<file path="config.mk">
export PLATFORM = sky130hd
export DESIGN_NAME = multdiv_unit
export DESIGN_NICKNAME = d
export VERILOG_FILES = /design/src/rtl/multdiv_unit_pkg.sv /design/src/rtl/multdiv_datapath.sv /design/src/rtl/multdiv_unit.sv
export SDC_FILE = /design/constraint.sdc
export NUM_CORES = 1
export LEC_CHECK = 0
export BUFFER_PORTS_ARGS = -buffer_cell sky130_fd_sc_hd__buf_2
export CORE_ASPECT_RATIO = 1.1
export CORE_MARGIN = 8
export CORE_UTILIZATION = 52
export DETAILED_ROUTE_END_ITERATION = 8
export GPL_ROUTABILITY_DRIVEN = 0
export HOLD_SLACK_MARGIN = 0.08
export PLACE_DENSITY_LB_ADDON = 0.1
export SLEW_MARGIN = 20
export SYNTH_ARGS = -nofsm -noshare
export SYNTH_HDL_FRONTEND = slang
export SYNTH_SLANG_ARGS = --single-unit
</file>
<file path="constraint.sdc">
create_clock -name clock -period 5.4 [get_ports clock]
set_clock_uncertainty 0.05 [all_clocks]
set_input_delay 0.27 -clock clock [delete_from_list [all_inputs] [get_ports clock]]
set_output_delay 0.27 -clock clock [all_outputs]
set_load 0.01 [all_outputs]
</file>
<file path="src/rtl/multdiv_unit_pkg.sv">
// Shared types and constants for the multi-cycle multiply/divide unit.
package multdiv_unit_pkg;

  localparam int WIDTH_DEFAULT = 32;
  localparam int CNT_W_DEFAULT = 6;

  localparam logic [31:0] INT_MIN = 32'h8000_0000;
  localparam logic [31:0] NEG_ONE = 32'hFFFF_FFFF;

  typedef enum logic [1:0] {
    IDLE = 2'd0,
    MUL  = 2'd1,
    DIV  = 2'd2,
    DONE = 2'd3
  } state_t;

endpackage

</file>
<file path="src/rtl/multdiv_datapath.sv">
// Iterative datapath: radix-2 Booth multiply and restoring divide, one bit per cycle.
module multdiv_datapath
  import multdiv_unit_pkg::*;
#(
  parameter int WIDTH = WIDTH_DEFAULT,
  parameter int CNT_W = CNT_W_DEFAULT
) (
  input  logic               clock,
  input  logic               reset_n,
  input  logic               load,
  input  logic               load_div,
  input  logic               step_mul,
  input  logic               step_div,
  input  logic [WIDTH-1:0]   operand_a,
  input  logic [WIDTH-1:0]   operand_b,
  output logic [CNT_W-1:0]   count,
  output logic [2*WIDTH-1:0] product,
  output logic [WIDTH-1:0]   quotient
);

  // acc doubles as the Booth accumulator and the divide remainder; q holds the
  // multiplier (mul) or the dividend bits shifting out / quotient bits shifting in (div).
  logic [WIDTH:0]   acc;
  logic [WIDTH:0]   mcand;
  logic [WIDTH-1:0] q;
  logic             q_m1;

  logic [WIDTH-1:0] mag_a;
  logic [WIDTH-1:0] mag_b;
  logic [WIDTH:0]   booth_sum;
  logic [WIDTH:0]   div_shift;
  logic [WIDTH:0]   div_diff;

  always_comb begin
    mag_a     = operand_a[WIDTH-1] ? -operand_a : operand_a;
    mag_b     = operand_b[WIDTH-1] ? -operand_b : operand_b;
    booth_sum = acc;
    case ({q[0], q_m1})
      2'b01:   booth_sum = acc + mcand;
      2'b10:   booth_sum = acc - mcand;
      default: booth_sum = acc;
    endcase
    div_shift = {acc[WIDTH-1:0], q[WIDTH-1]};
    div_diff  = div_shift - mcand;
  end

  always_ff @(posedge clock or negedge reset_n) begin
    if (!reset_n) begin
      acc   <= '0;
      mcand <= '0;
      q     <= '0;
      q_m1  <= 1'b0;
      count <= '0;
    end else if (load) begin
      acc   <= '0;
      q_m1  <= 1'b0;
      count <= '0;
      if (load_div) begin
        q     <= mag_a;
        mcand <= {1'b0, mag_b};
      end else begin
        q     <= operand_b;
        mcand <= {operand_a[WIDTH-1], operand_a};
      end
    end else if (step_mul) begin
      acc   <= {booth_sum[WIDTH], booth_sum[WIDTH:1]};
      q     <= {booth_sum[0], q[WIDTH-1:1]};
      q_m1  <= q[0];
      count <= count + CNT_W'(1);
    end else if (step_div) begin
      // A negative trial difference means the divisor did not fit: keep the shifted remainder.
      if (!div_diff[WIDTH]) begin
        acc <= div_diff;
        q   <= {q[WIDTH-2:0], 1'b1};
      end else begin
        acc <= div_shift;
        q   <= {q[WIDTH-2:0], 1'b0};
      end
      count <= count + CNT_W'(1);
    end
  end

  assign product  = {acc[WIDTH-1:0], q};
  assign quotient = q;

endmodule

</file>
<file path="src/rtl/multdiv_unit.sv">
// Multi-cycle signed multiply/divide unit: FSM, start/abort arbitration, exceptions, output registers.
module multdiv_unit
  import multdiv_unit_pkg::*;
#(
  parameter int WIDTH = WIDTH_DEFAULT,
  parameter int CNT_W = CNT_W_DEFAULT
) (
  input  logic             clock,
  input  logic             reset_n,
  input  logic [WIDTH-1:0] data_operandA,
  input  logic [WIDTH-1:0] data_operandB,
  input  logic             ctrl_MULT,
  input  logic             ctrl_DIV,
  output logic [WIDTH-1:0] data_result,
  output logic             data_exception,
  output logic             data_resultRDY,
  output logic             busy
);

  state_t state;

  logic               start;
  logic               iter_done;
  logic [CNT_W-1:0]   count;
  logic [2*WIDTH-1:0] product;
  logic [WIDTH-1:0]   quotient;

  logic sign_diff;
  logic div_zero;
  logic div_ovf;

  logic             mul_overflow;
  logic [WIDTH-1:0] div_result;

  assign start     = ctrl_MULT | ctrl_DIV;
  assign iter_done = (count == CNT_W'(WIDTH));

  multdiv_datapath #(
    .WIDTH(WIDTH),
    .CNT_W(CNT_W)
  ) u_datapath (
    .clock     (clock),
    .reset_n   (reset_n),
    .load      (start),
    .load_div  (!ctrl_MULT),
    .step_mul  ((state == MUL) && !iter_done),
    .step_div  ((state == DIV) && !iter_done),
    .operand_a (data_operandA),
    .operand_b (data_operandB),
    .count     (count),
    .product   (product),
    .quotient  (quotient)
  );

  // INT_MIN / -1 needs no special data path: its unsigned quotient already reads as INT_MIN.
  always_comb begin
    mul_overflow = (product[2*WIDTH-1:WIDTH] != {WIDTH{product[WIDTH-1]}});
    if (div_zero)
      div_result = '0;
    else if (sign_diff)
      div_result = -quotient;
    else
      div_result = quotient;
  end

  always_ff @(posedge clock or negedge reset_n) begin
    if (!reset_n) begin
      state          <= IDLE;
      busy           <= 1'b0;
      data_resultRDY <= 1'b0;
      data_result    <= '0;
      data_exception <= 1'b0;
      sign_diff      <= 1'b0;
      div_zero       <= 1'b0;
      div_ovf        <= 1'b0;
    end else if (start) begin
      state          <= ctrl_MULT ? MUL : DIV;
      busy           <= 1'b1;
      data_resultRDY <= 1'b0;
      sign_diff      <= data_operandA[WIDTH-1] ^ data_operandB[WIDTH-1];
      div_zero       <= (data_operandB == '0);
      div_ovf        <= (data_operandA == INT_MIN) && (data_operandB == NEG_ONE);
    end else begin
      case (state)
        MUL: begin
          if (iter_done) begin
            state          <= DONE;
            data_resultRDY <= 1'b1;
            data_result    <= product[WIDTH-1:0];
            data_exception <= mul_overflow;
          end
        end
        DIV: begin
          if (iter_done) begin
            state          <= DONE;
            data_resultRDY <= 1'b1;
            data_result    <= div_result;
            data_exception <= div_zero | div_ovf;
          end
        end
        DONE: begin
          state          <= IDLE;
          busy           <= 1'b0;
          data_resultRDY <= 1'b0;
        end
        default: begin
          state <= IDLE;
        end
      endcase
    end
  end

endmodule

</file>
==> qor.csv, run 1 <==
metric,value,unit
power,4.374,mW
synthArstFlopShare,1.000,
critPathKind,reg -> reg,
reg2reg_to,u_datapath.acc[31],
worstPathRequired,5670,ps
path_clk_slew,70,ps
initial_core_util,0.5232,
hpwl,32830,um
rr_worst_depth,19,
grt_pass1_wl,70720,um
netlist_top_cells_area,"dfrtp_1, nand2_1, o21ai_0",
grt_start_max_net_pins,97,
cts_tree,built,
period_minus_slack,4900,ps
synth-seq-cells,145,
numCtsBuffers,17,
synth_cells,1795,
fin_hold_ws,94.02,ps
post-route-period-util,0.9073,
maxCapViolCount,0,
syn2layout_area_growth,11.59,%
grt_pass1_vias,13182,
hold_viol,0,
setup_viol_count_final,0,
hp-class,in -> reg,
synth_top_area_share,0.2684,
endpoint_kind,register,
cp-startpoint,u_datapath.mcand[1],
clockBufferDepth,2,
clockRootBuffer,clkbuf_16,
netlist.top_cell.by_area,dfrtp_1,
pin_count,103,
drive_gt1_frac,0.1012,
yosysWarnings,0,
crit-reg2reg-launch,u_datapath.mcand[1],
ir_worst_vdd,231.4,uV
yosysMostFrequentCell,nand2_1,
endpoint,u_datapath.acc[31],
rows,62,
drc,0,
clock_insertion_delay_worst_skew,430,ps
core,25830,um^2
rrSetupSlack,500,ps
synth-seq-area-share,0.2684,
slew_viol_final,0,
p_leak,6.538,nW
synth.avg_cell_area,7.530,um^2
drt_iter0_markers,1187,
max_slew_margin,0.3051,
fmax,204.1,MHz
cp-start-kind,register,
synth-main-ff-cell,dfrtp_1,
rsz0062_at_grt,false,
worst_slew_pin_slew,1039,ps
syn_area,13520,um^2
dieArea,31410,um^2
cpMaxStageDelayCell,or3_1,
first_pass_iters,5,
htree_num_levels,4,
die_x,169.7,um
numPortBuffers,102,
syn-num-nets,1940,
die_h,185.1,um
antenna_found_initial,0,
status,finished clean,
worstPathMaxFanout,9,
ant_nets,0,
critPathArrivalTime,5170,ps
synth_edf_count,0,
vias,13770,
overflow,0,
critPathMaxStageDelay,440,ps
fin_tns_setup,0,ps
synthTopCellsByCount,"nand2_1, o21ai_0, a21oi_1",
post_drt_via_cell_ratio,6.203,
power_density,290.0,nW/um^2
wl,44220,um
cts.sinks,145,
synthDistinctLibCells,65,
crit_chain,inv_1 -> ha_1 -> nor3b_1 -> nand2_1 -> nor4_1 -> buf_4 -> a31oi_1 -> xnor2_1 -> ha_1 -> and3_1 -> and4_1 -> o21ai_0 -> a31oi_1 -> o21ai_0 -> or3_1 -> a21o_1 -> o21bai_1 -> mux2_2 -> a211o_1,
nFillCells,2420,
fin_nets,1999,
wl_per_cell,19.92,um
track_usage,0.2810,
==> layer usage <==
metal	vias to the layer above	wire length, um	global-route usage
met3	100	3191	0.04008
met5	-	0	0
met2	556	19650	0.4398
met4	0	1938	0.1318
met1	6501	19440	0.3779
li1	6613	-	-
==> sequential cells by signal, indices dropped and copies added (netlist names), 2 cells and up <==
name	count
u_datapath.count	6
state	2
u_datapath.quotient	32
data_result	32
u_datapath.mcand	33
u_datapath.acc	33
==> placed cells by master, fill, tap and decap left out, types with 7 or more instances in the layout <==
cell           count
nand2_1          281
o21ai_0          204
a21oi_1          150
dfrtp_1          145
nor2_1           119
xnor2_1          102
buf_2            100
xor2_1            75
ha_1              74
inv_1             65
a21o_1            32
buf_4             31
nor3_1            28
nand3_1           27
a31oi_1           27
o31ai_1           27
a221oi_1          26
nor4_1            24
a211oi_1          22
and3_1            19
nand4_1           18
nand2b_1          18
o41ai_1           17
clkbuf_16         17
o211ai_1          15
dlygate4sd3_1     14
or3_1             13
or4_1             12
o21bai_1          10
a22oi_1           10
mux2i_1            8
a32o_1             8
a311oi_1           7
nor2b_1            7
==> area by class of cell <==
cell class / instances / area (um^2) / area share
Antenna cell: 1 / 2.502 / 0.0001659
Clock buffer: 20 / 466.7 / 0.03094
Clock inverter: 12 / 122.6 / 0.008129
Inverter: 65 / 244.0 / 0.01618
Multi-Input combinational cell: 1478 / 9274 / 0.6148
Sequential cell: 145 / 3628 / 0.2406
Tap cell: 352 / 440.4 / 0.02920
Timing Repair Buffer: 147 / 904.6 / 0.05998
==> report_power, final <==
group / leakage, nW / total [mW] / switching, mW / internal, mW
clock network: 0.280 / 1.20 / 0.518 / 0.680
logic: 4.42 / 1.73 / 1.05 / 0.682
registers: 1.84 / 1.45 / 0.194 / 1.25
==> how the worst min path moves through the flow <==
stage,to,startpoint,cells past startpoint
2_1_floorplan,busy,reset_n,0
3_3_place_gp,data_result[10],reset_n,1
3_5_place_dp,data_result[10],reset_n,1
4_1_cts,u_datapath.mcand[26],data_operandA[26],3
5_1_grt,u_datapath.mcand[13],data_operandA[13],3
6_report,u_datapath.mcand[26],data_operandA[26],3
==> critical path: cells and delay by family (launching register included) <==
family | cells | cell delay (ps)
compound gates | 7 | 1150
xor+xnor | 1 | 160
fa+ha+maj | 2 | 580
buf+inv | 2 | 340
flops | 1 | 410
mux | 1 | 360
simple gates | 6 | 1740
==> repair_timing <==
action | CTS | global route
setup buffers | 0 | 0
hold buffers | 14 | 0
hold endpoints to repair | 108 | 0
gates resized for setup | 0 | 0
==> metrics by stage <==
stage                     instances  setup slack [ps]    util  instance area [um^2]
after global placement         2173             597.5  0.5554                 14350
after floorplan                1795             829.8       -                 13520
after detailed placement       2173             544.4  0.5556                 14350
after global routing           2219             103.8  0.5838                 15080
after CTS                      2219             531.9  0.5838                 15080
final                          2220             500.5  0.5839                 15080
==> cells by family (layout without fill, tap and decap cells) <==
group           Yosys count  in the layout  share of synthesized area
xor+xnor                179            179                     0.1160
other cells               0              1                          0
fa+ha+maj                77             77                    0.07239
flops                   145            145                     0.2684
compound gates          614            614                     0.2851
simple gates            597            597                     0.2013
buf+inv                 172            244                    0.04832
mux                      11             11                   0.008424
Note: power is estimated with default switching activity, not from simulation.
==> run 2: changes to the inputs <==
ABC_AREA = 1   (was default)
==> qor.csv, run 2 <==
metric,value,unit,change
synthDistinctLibCells,52,,was 65
intPower,2.744,mW,was 2.615 mW
synth_cells,2508,,was 1795
hold_viol,0,,unchanged
final_core_util,0.5686,,was 0.5839
numCtsBuffers,17,,unchanged
numPortBuffers,102,,unchanged
path_clk_slew,80,ps,was 70 ps
synth-seq-cells,145,,unchanged
hpwl,45000,um,was 32830 um
dieArea,35320,um^2,was 31410 um^2
grt_pass1_vias,16677,,was 13182
cts_resized,0,,unchanged
final_common_cell,nand2_1,,unchanged
critPathKind,reg -> reg,,unchanged
wl,58380,um,was 44220 um
reg.largest.list,"u_datapath.acc (33), u_datapath.mcand (33)",,unchanged
clockBufferDepth,2,,unchanged
synthTopCellsByCount,"nand2_1, inv_1, nor2_1",,"was nand2_1, o21ai_0, a21oi_1"
slew_viol_final,0,,unchanged
die_x,179.9,um,was 169.7 um
post-route-period-util,0.7779,,was 0.9073
status,finished clean,,unchanged
grt_start_max_net_pins,90,,was 97
period_minus_slack,4201,ps,was 4900 ps
post-cts-setup-buffer-count,0,,unchanged
endpoint_kind,register,,unchanged
rsz0062_at_grt,false,,unchanged
ant_nets,0,,unchanged
drive_gt1_frac,0.08385,,was 0.1012
drc,0,,unchanged
track_usage,0.3227,,was 0.2810
p_sw_frac,0.4577,,was 0.4021
syn2layout_area_growth,8.468,%,was 11.59%
initial_core_util,0.5242,,was 0.5232
synth_edf_count,0,,unchanged
cts_tree,built,,unchanged
synthArstFlopShare,1.000,,unchanged
maxCapViolCount,0,,unchanged
fin_hold_ws,116.4,ps,was 94.02 ps
switchingPower,2.316,mW,was 1.759 mW
max_slew_margin,0.2978,,was 0.3051
p_leak,8.340,nW,was 6.538 nW
layout.cells.non_filler,2938,,was 2220
power_density,303.5,nW/um^2,was 290.0 nW/um^2
synth_top_area_share,0.2361,,was 0.2684
grt_pass1_wl,90850,um,was 70720 um
synth.avg_cell_area,6.127,um^2,was 7.530 um^2
vias,17681,,was 13770
critPathArrivalTime,4530,ps,was 5170 ps
yosysMostFrequentCell,nand2_1,,unchanged
fin_tns_setup,0,ps,unchanged
syn_area,15370,um^2,was 13520 um^2
netlist_top_cells_area,"dfrtp_1, nand2_1, a21oi_1",,"was dfrtp_1, nand2_1, o21ai_0"
pin_count,103,,unchanged
cts_hold_buffers,2,,was 14
worstPathRequired,5730,ps,was 5670 ps
setup_viol_count_final,0,,unchanged
setup_ws,1199,ps,was 500.5 ps
worst_slew_pin_slew,1040,ps,was 1039 ps
diodes,0,,was 1
hp-class,in -> reg,,unchanged
overflow,0,,unchanged
cts.sinks,145,,unchanged
core,29320,um^2,was 25830 um^2
netlist.top_cell.by_area,dfrtp_1,,unchanged
dpl.cell_count,2904,,was 2173
post_drt_via_cell_ratio,6.018,,was 6.203
worstPathMaxFanout,18,,was 9
combPwrFrac,0.444,,was 0.395
final_cell_mix,"nand2_1, inv_1, nor2_1, a21oi_1, o21ai_0",,"was nand2_1, o21ai_0, a21oi_1, dfrtp_1, nor2_1"
clock_insertion_delay_worst_skew,450,ps,was 430 ps
cp-start-kind,register,,unchanged
drt_iter0_markers,1724,,was 1187
fmax,238.1,MHz,was 204.1 MHz
synth-seq-area-share,0.2361,,was 0.2684
rows,66,,was 62
wl_per_cell,19.87,um,was 19.92 um
antenna_found_initial,0,,unchanged
p_clk_frac,0.253,,was 0.274
yosysWarnings,0,,unchanged
first_pass_iters,5,,unchanged
syn-num-nets,2653,,was 1940
pre_cts_ws,1309,ps,was 544.4 ps
synth-main-ff-cell,dfrtp_1,,unchanged
fin_nets,2696,,was 1999
pwr-share-seq,0.303,,was 0.331
htree_num_levels,4,,unchanged
ir_worst_vdd,200.1,uV,was 231.4 uV
clockRootBuffer,clkbuf_16,,unchanged
die_h,196.3,um,was 185.1 um
-- run 2: cell types whose count changed in the layout (fill, tap and decap cells not counted), moves of 19 or more --
cell      delta
nand3_1    +166
xnor2_1     -75
a21o_1      -30
nand2_1    +377
a21oi_1     +70
and3_1      -19
o31ai_1     -23
a221oi_1    -26
a211oi_1    -22
nor2_1     +121
o21ai_1     +28
inv_1      +222
-- run 2: through the flow --
step	power [mW]	area (um^2)
2_1_floorplan	2.972	15370
3_3_place_gp	3.712	16040
3_5_place_dp	3.731	16040
4_1_cts	5.017	16670
5_1_grt	5.343	16670
6_report	5.060	16670
-- run 2: cell type report --
type | instances | area (um^2)
fill | 2919 | 12650
multi-input combinational | 1972 | 10210
sequential | 145 | 3628
inverter | 298 | 1119
timing repair buffer | 117 | 634.4
tap | 374 | 467.9
clock buffer | 18 | 429.2
clock inverter | 14 | 182.7
-- run 2: critical path, stage by stage, from the launching register on --
cell	delay [ps]
dfrtp_1	420
ha_1	520
clkinv_1	560
nand2_1	190
o21ai_0	170
nor2_1	200
o21ai_0	250
xor2_1	230
ha_1	370
a21oi_1	200
o21ai_0	150
nand2_1	90
nand2_1	50
a21oi_1	190
nand2_1	80
nand2_1	60
nand3_1	70
a21oi_1	170
nand2_1	80
nand2_1	60
-- run 2: path summary, 6_finish.rpt --
check / from / cells after the start / endpoint / slack [ps]
min in group asynchronous: reset_n / 2 / u_datapath.acc[30] / 410
max in group asynchronous: reset_n / 3 / u_datapath.q_m1 / 3480
min: data_operandA[30] / 4 / u_datapath.quotient[31] / 120
min reg2reg: data_result[20] / 2 / data_result[20] / 430
max: u_datapath.quotient[0] / 19 / u_datapath.acc[30] / 1200
max reg2reg: u_datapath.quotient[0] / 19 / u_datapath.acc[30] / 1200
-- run 2: cells by family (layout without fill, tap and decap cells) --
family,Yosys count,count (layout),synth area share
xor gates and xnor gates,87,87,0.04958
buffers and inverters,391,447,0.1003
adders and majority gates,77,77,0.06367
and+or+nand+nor,1240,1240,0.3438
DFF,145,145,0.2361
AOI/OAI and AO/OA,568,568,0.2065
-- run 2: power by group through the flow --
stage	clock, mW	combinational, mW	sequential, mW
after floorplan	0	1.45	1.52
after global placement	0	2.17	1.54
after detailed placement	0	2.19	1.54
after CTS	1.29	2.20	1.52
after global routing	1.33	2.47	1.55
final	1.28	2.25	1.53
-- run 2: layer usage --
metal | part of all wire | GRT usage
met1 | 0.39 | 0.3698
met2 | 0.47 | 0.5592
met3 | 0.076 | 0.05328
met4 | 0.067 | 0.1999
met5 | 0 | 0
==> run 3: changes to the inputs <==
clock period = 4.4 ns   (was 5.4 ns; I/O delays follow)
==> qor.csv, run 3 (same netlist as run 2, synthesis figures left out) <==
metric,value,unit,change
status,finished clean,,unchanged
drc,0,,unchanged
final_common_cell,nand2_1,,unchanged
critPathMaxStageDelay,490,ps,was 560 ps
die_x,179.9,um,unchanged
reg.largest.list,"u_datapath.acc (33), u_datapath.mcand (33)",,unchanged
initial_core_util,0.5242,,unchanged
hp-class,in -> reg,,unchanged
final_cell_mix,"nand2_1, inv_1, nor2_1, a21oi_1, o21ai_0",,unchanged
rows,66,,unchanged
maxCapViolCount,0,,unchanged
hpwl,45650,um,was 45000 um
nFillCells,3001,,was 2919
first_pass_iters,8,,was 5
power_density,368.3,nW/um^2,was 303.5 nW/um^2
post_drt_via_cell_ratio,6.031,,was 6.018
vias,17779,,was 17681
holdPathStages,3,,was 4
htree_num_levels,4,,unchanged
post-cts-setup-buffer-count,0,,unchanged
p_leak,8.379,nW,was 8.340 nW
wl_per_cell,20.17,um,was 19.87 um
diodes,0,,unchanged
clock_insertion_delay_worst_skew,460,ps,was 450 ps
wl,59450,um,was 58380 um
slew_viol_final,0,,unchanged
fmax,246.4,MHz,was 238.1 MHz
path_clk_slew,70,ps,was 80 ps
cp-start-kind,register,,unchanged
drive_gt1_frac,0.08625,,was 0.08385
clockRootBuffer,clkbuf_16,,unchanged
cts.sinks,145,,unchanged
min_to,u_datapath.mcand[12],,was u_datapath.quotient[31]
hold_viol,0,,unchanged
fin_tns_setup,0,ps,unchanged
antenna_found_initial,0,,unchanged
cp-startpoint,u_datapath.mcand[18],,was u_datapath.quotient[0]
rr_worst_depth,20,,was 19
endpoint_kind,register,,unchanged
hp-start,data_operandA[12],,was data_operandA[30]
grt_start_max_net_pins,74,,was 90
worst_slew_pin_slew,1027,ps,was 1040 ps
crit-reg2reg-launch,u_datapath.mcand[18],,was u_datapath.quotient[0]
cpMaxStageDelayCell,dfrtp_1,,was clkinv_1
crit_chain,nor2_1 -> nand3_1 -> nor2_1 -> nand3_1 -> o21ai_2 -> nand2_1 -> a21oi_1 -> xor2_1 -> inv_1 -> ha_1 -> nand2_1 -> nor2_1 -> nand2_1 -> nor3_1 -> nand2_1 -> nand3_1 -> nand3_1 -> a21oi_1 -> nand2_1 -> nand2_1,,was ha_1 -> clkinv_1 -> nand2_1 -> o21ai_0 -> nor2_1 -> o21ai_0 -> xor2_1 -> ha_1 -> a21oi_1 -> o21ai_0 -> nand2_1 -> nand2_1 -> a21oi_1 -> nand2_1 -> nand2_1 -> nand3_1 -> a21oi_1 -> nand2_1 -> nand2_1
die_h,196.3,um,unchanged
dieArea,35320,um^2,unchanged
overflow,0,,unchanged
pin_count,103,,unchanged
track_usage,0.3317,,was 0.3227
cts_tree,built,,unchanged
ir_worst_vdd,289.0,uV,was 200.1 uV
max_slew_margin,0.3061,,was 0.2978
syn2layout_area_growth,8.981,%,was 8.468%
grt_pass1_wl,93330,um,was 90850 um
worstPathMaxFanout,5,,was 18
critPathKind,reg -> reg,,unchanged
period_minus_slack,4058,ps,was 4201 ps
numPortBuffers,102,,unchanged
rrSetupSlack,340,ps,was 1200 ps
critPathMostFrequentCell,nand2_1,,unchanged
final_core_util,0.5713,,was 0.5686
worstPathRequired,4730,ps,was 5730 ps
critPathArrivalTime,4390,ps,was 4530 ps
fin_nets,2706,,was 2696
clockBufferDepth,2,,unchanged
numCtsBuffers,17,,unchanged
grt_pass1_vias,16962,,was 16677
ant_nets,0,,unchanged
post-route-period-util,0.9224,,was 0.7779
drt_iter0_markers,1781,,was 1724
rsz0062_at_grt,false,,unchanged
core,29320,um^2,unchanged
setup_viol_count_final,0,,unchanged
reg2reg_to,u_datapath.acc[29],,was u_datapath.acc[30]
## run 3: power by group
group          internal, mW  total, mW  switching, mW
logic                 0.922       2.80           1.88
clock network         0.761       1.49          0.730
registers              1.59       1.87          0.280
total                  3.28       6.17           2.89
## run 3: area by class of cell
type / instances / area [um^2] / share of cell area
flip-flops and latches: 145 / 3628 / 0.2167
clock buffers: 17 / 425.4 / 0.02540
well taps: 374 / 467.9 / 0.02794
clock inverters: 15 / 167.7 / 0.01001
inverters: 298 / 1119 / 0.06679
multi-input cells: 1972 / 10210 / 0.6095
repair buffers: 127 / 732.0 / 0.04371
## run 3: stage by stage
step	total power [mW]	instances	hold slack, ps	cell area (um^2)	setup WS, ps
6_report	6.168	2948	109.6	16750	341.5
3_3_place_gp	4.583	2910	264.6	16090	522.3
3_5_place_dp	4.609	2910	272.3	16090	531.3
5_1_grt	6.523	2948	140.3	16750	174.4
2_1_floorplan	3.648	2508	-125.6	15370	1449
4_1_cts	6.110	2948	86.94	16750	502.3
## run 3: what timing repair did
action                     in CTS  in global routing
hold endpoints to repair       76                  0
setup endpoints to repair       0                  0
gates resized for setup         0                  0
hold buffers                    6                  0
## run 3: how the worst max path moves through the flow
| stage | to | slack [ps] | cells after the start |
|---|---|---|---|
| final | u_datapath.acc[29] | 340 | 20 |
| after global routing | u_datapath.acc[28] | 170 | 21 |
| after CTS | u_datapath.acc[29] | 500 | 20 |
| after detailed placement | u_datapath.acc[29] | 530 | 20 |
| after global placement | u_datapath.acc[29] | 520 | 20 |
| after floorplan | u_datapath.acc[31] | 1450 | 21 |
## run 3: routing by layer
| metal | GRT usage | vias to the layer above | routed length (um) |
|---|---|---|---|
| met3 | 0.06031 | 258 | 4881 |
| met1 | 0.3787 | 8181 | 22350 |
| li1 | - | 8419 | - |
| met2 | 0.5656 | 921 | 27770 |
| met4 | 0.2203 | 0 | 4445 |
| met5 | 0 | - | 0 |
## run 3: worst max-delay path: cells and delay by family, from the launching register on
kind	cells	cell delay, ps
xor gates and xnor gates	1	200
AOI/OAI and AO/OA	3	720
adders and majority gates	1	400
DFF	1	490
and+or+nand+nor	14	2060
buffers and inverters	1	70
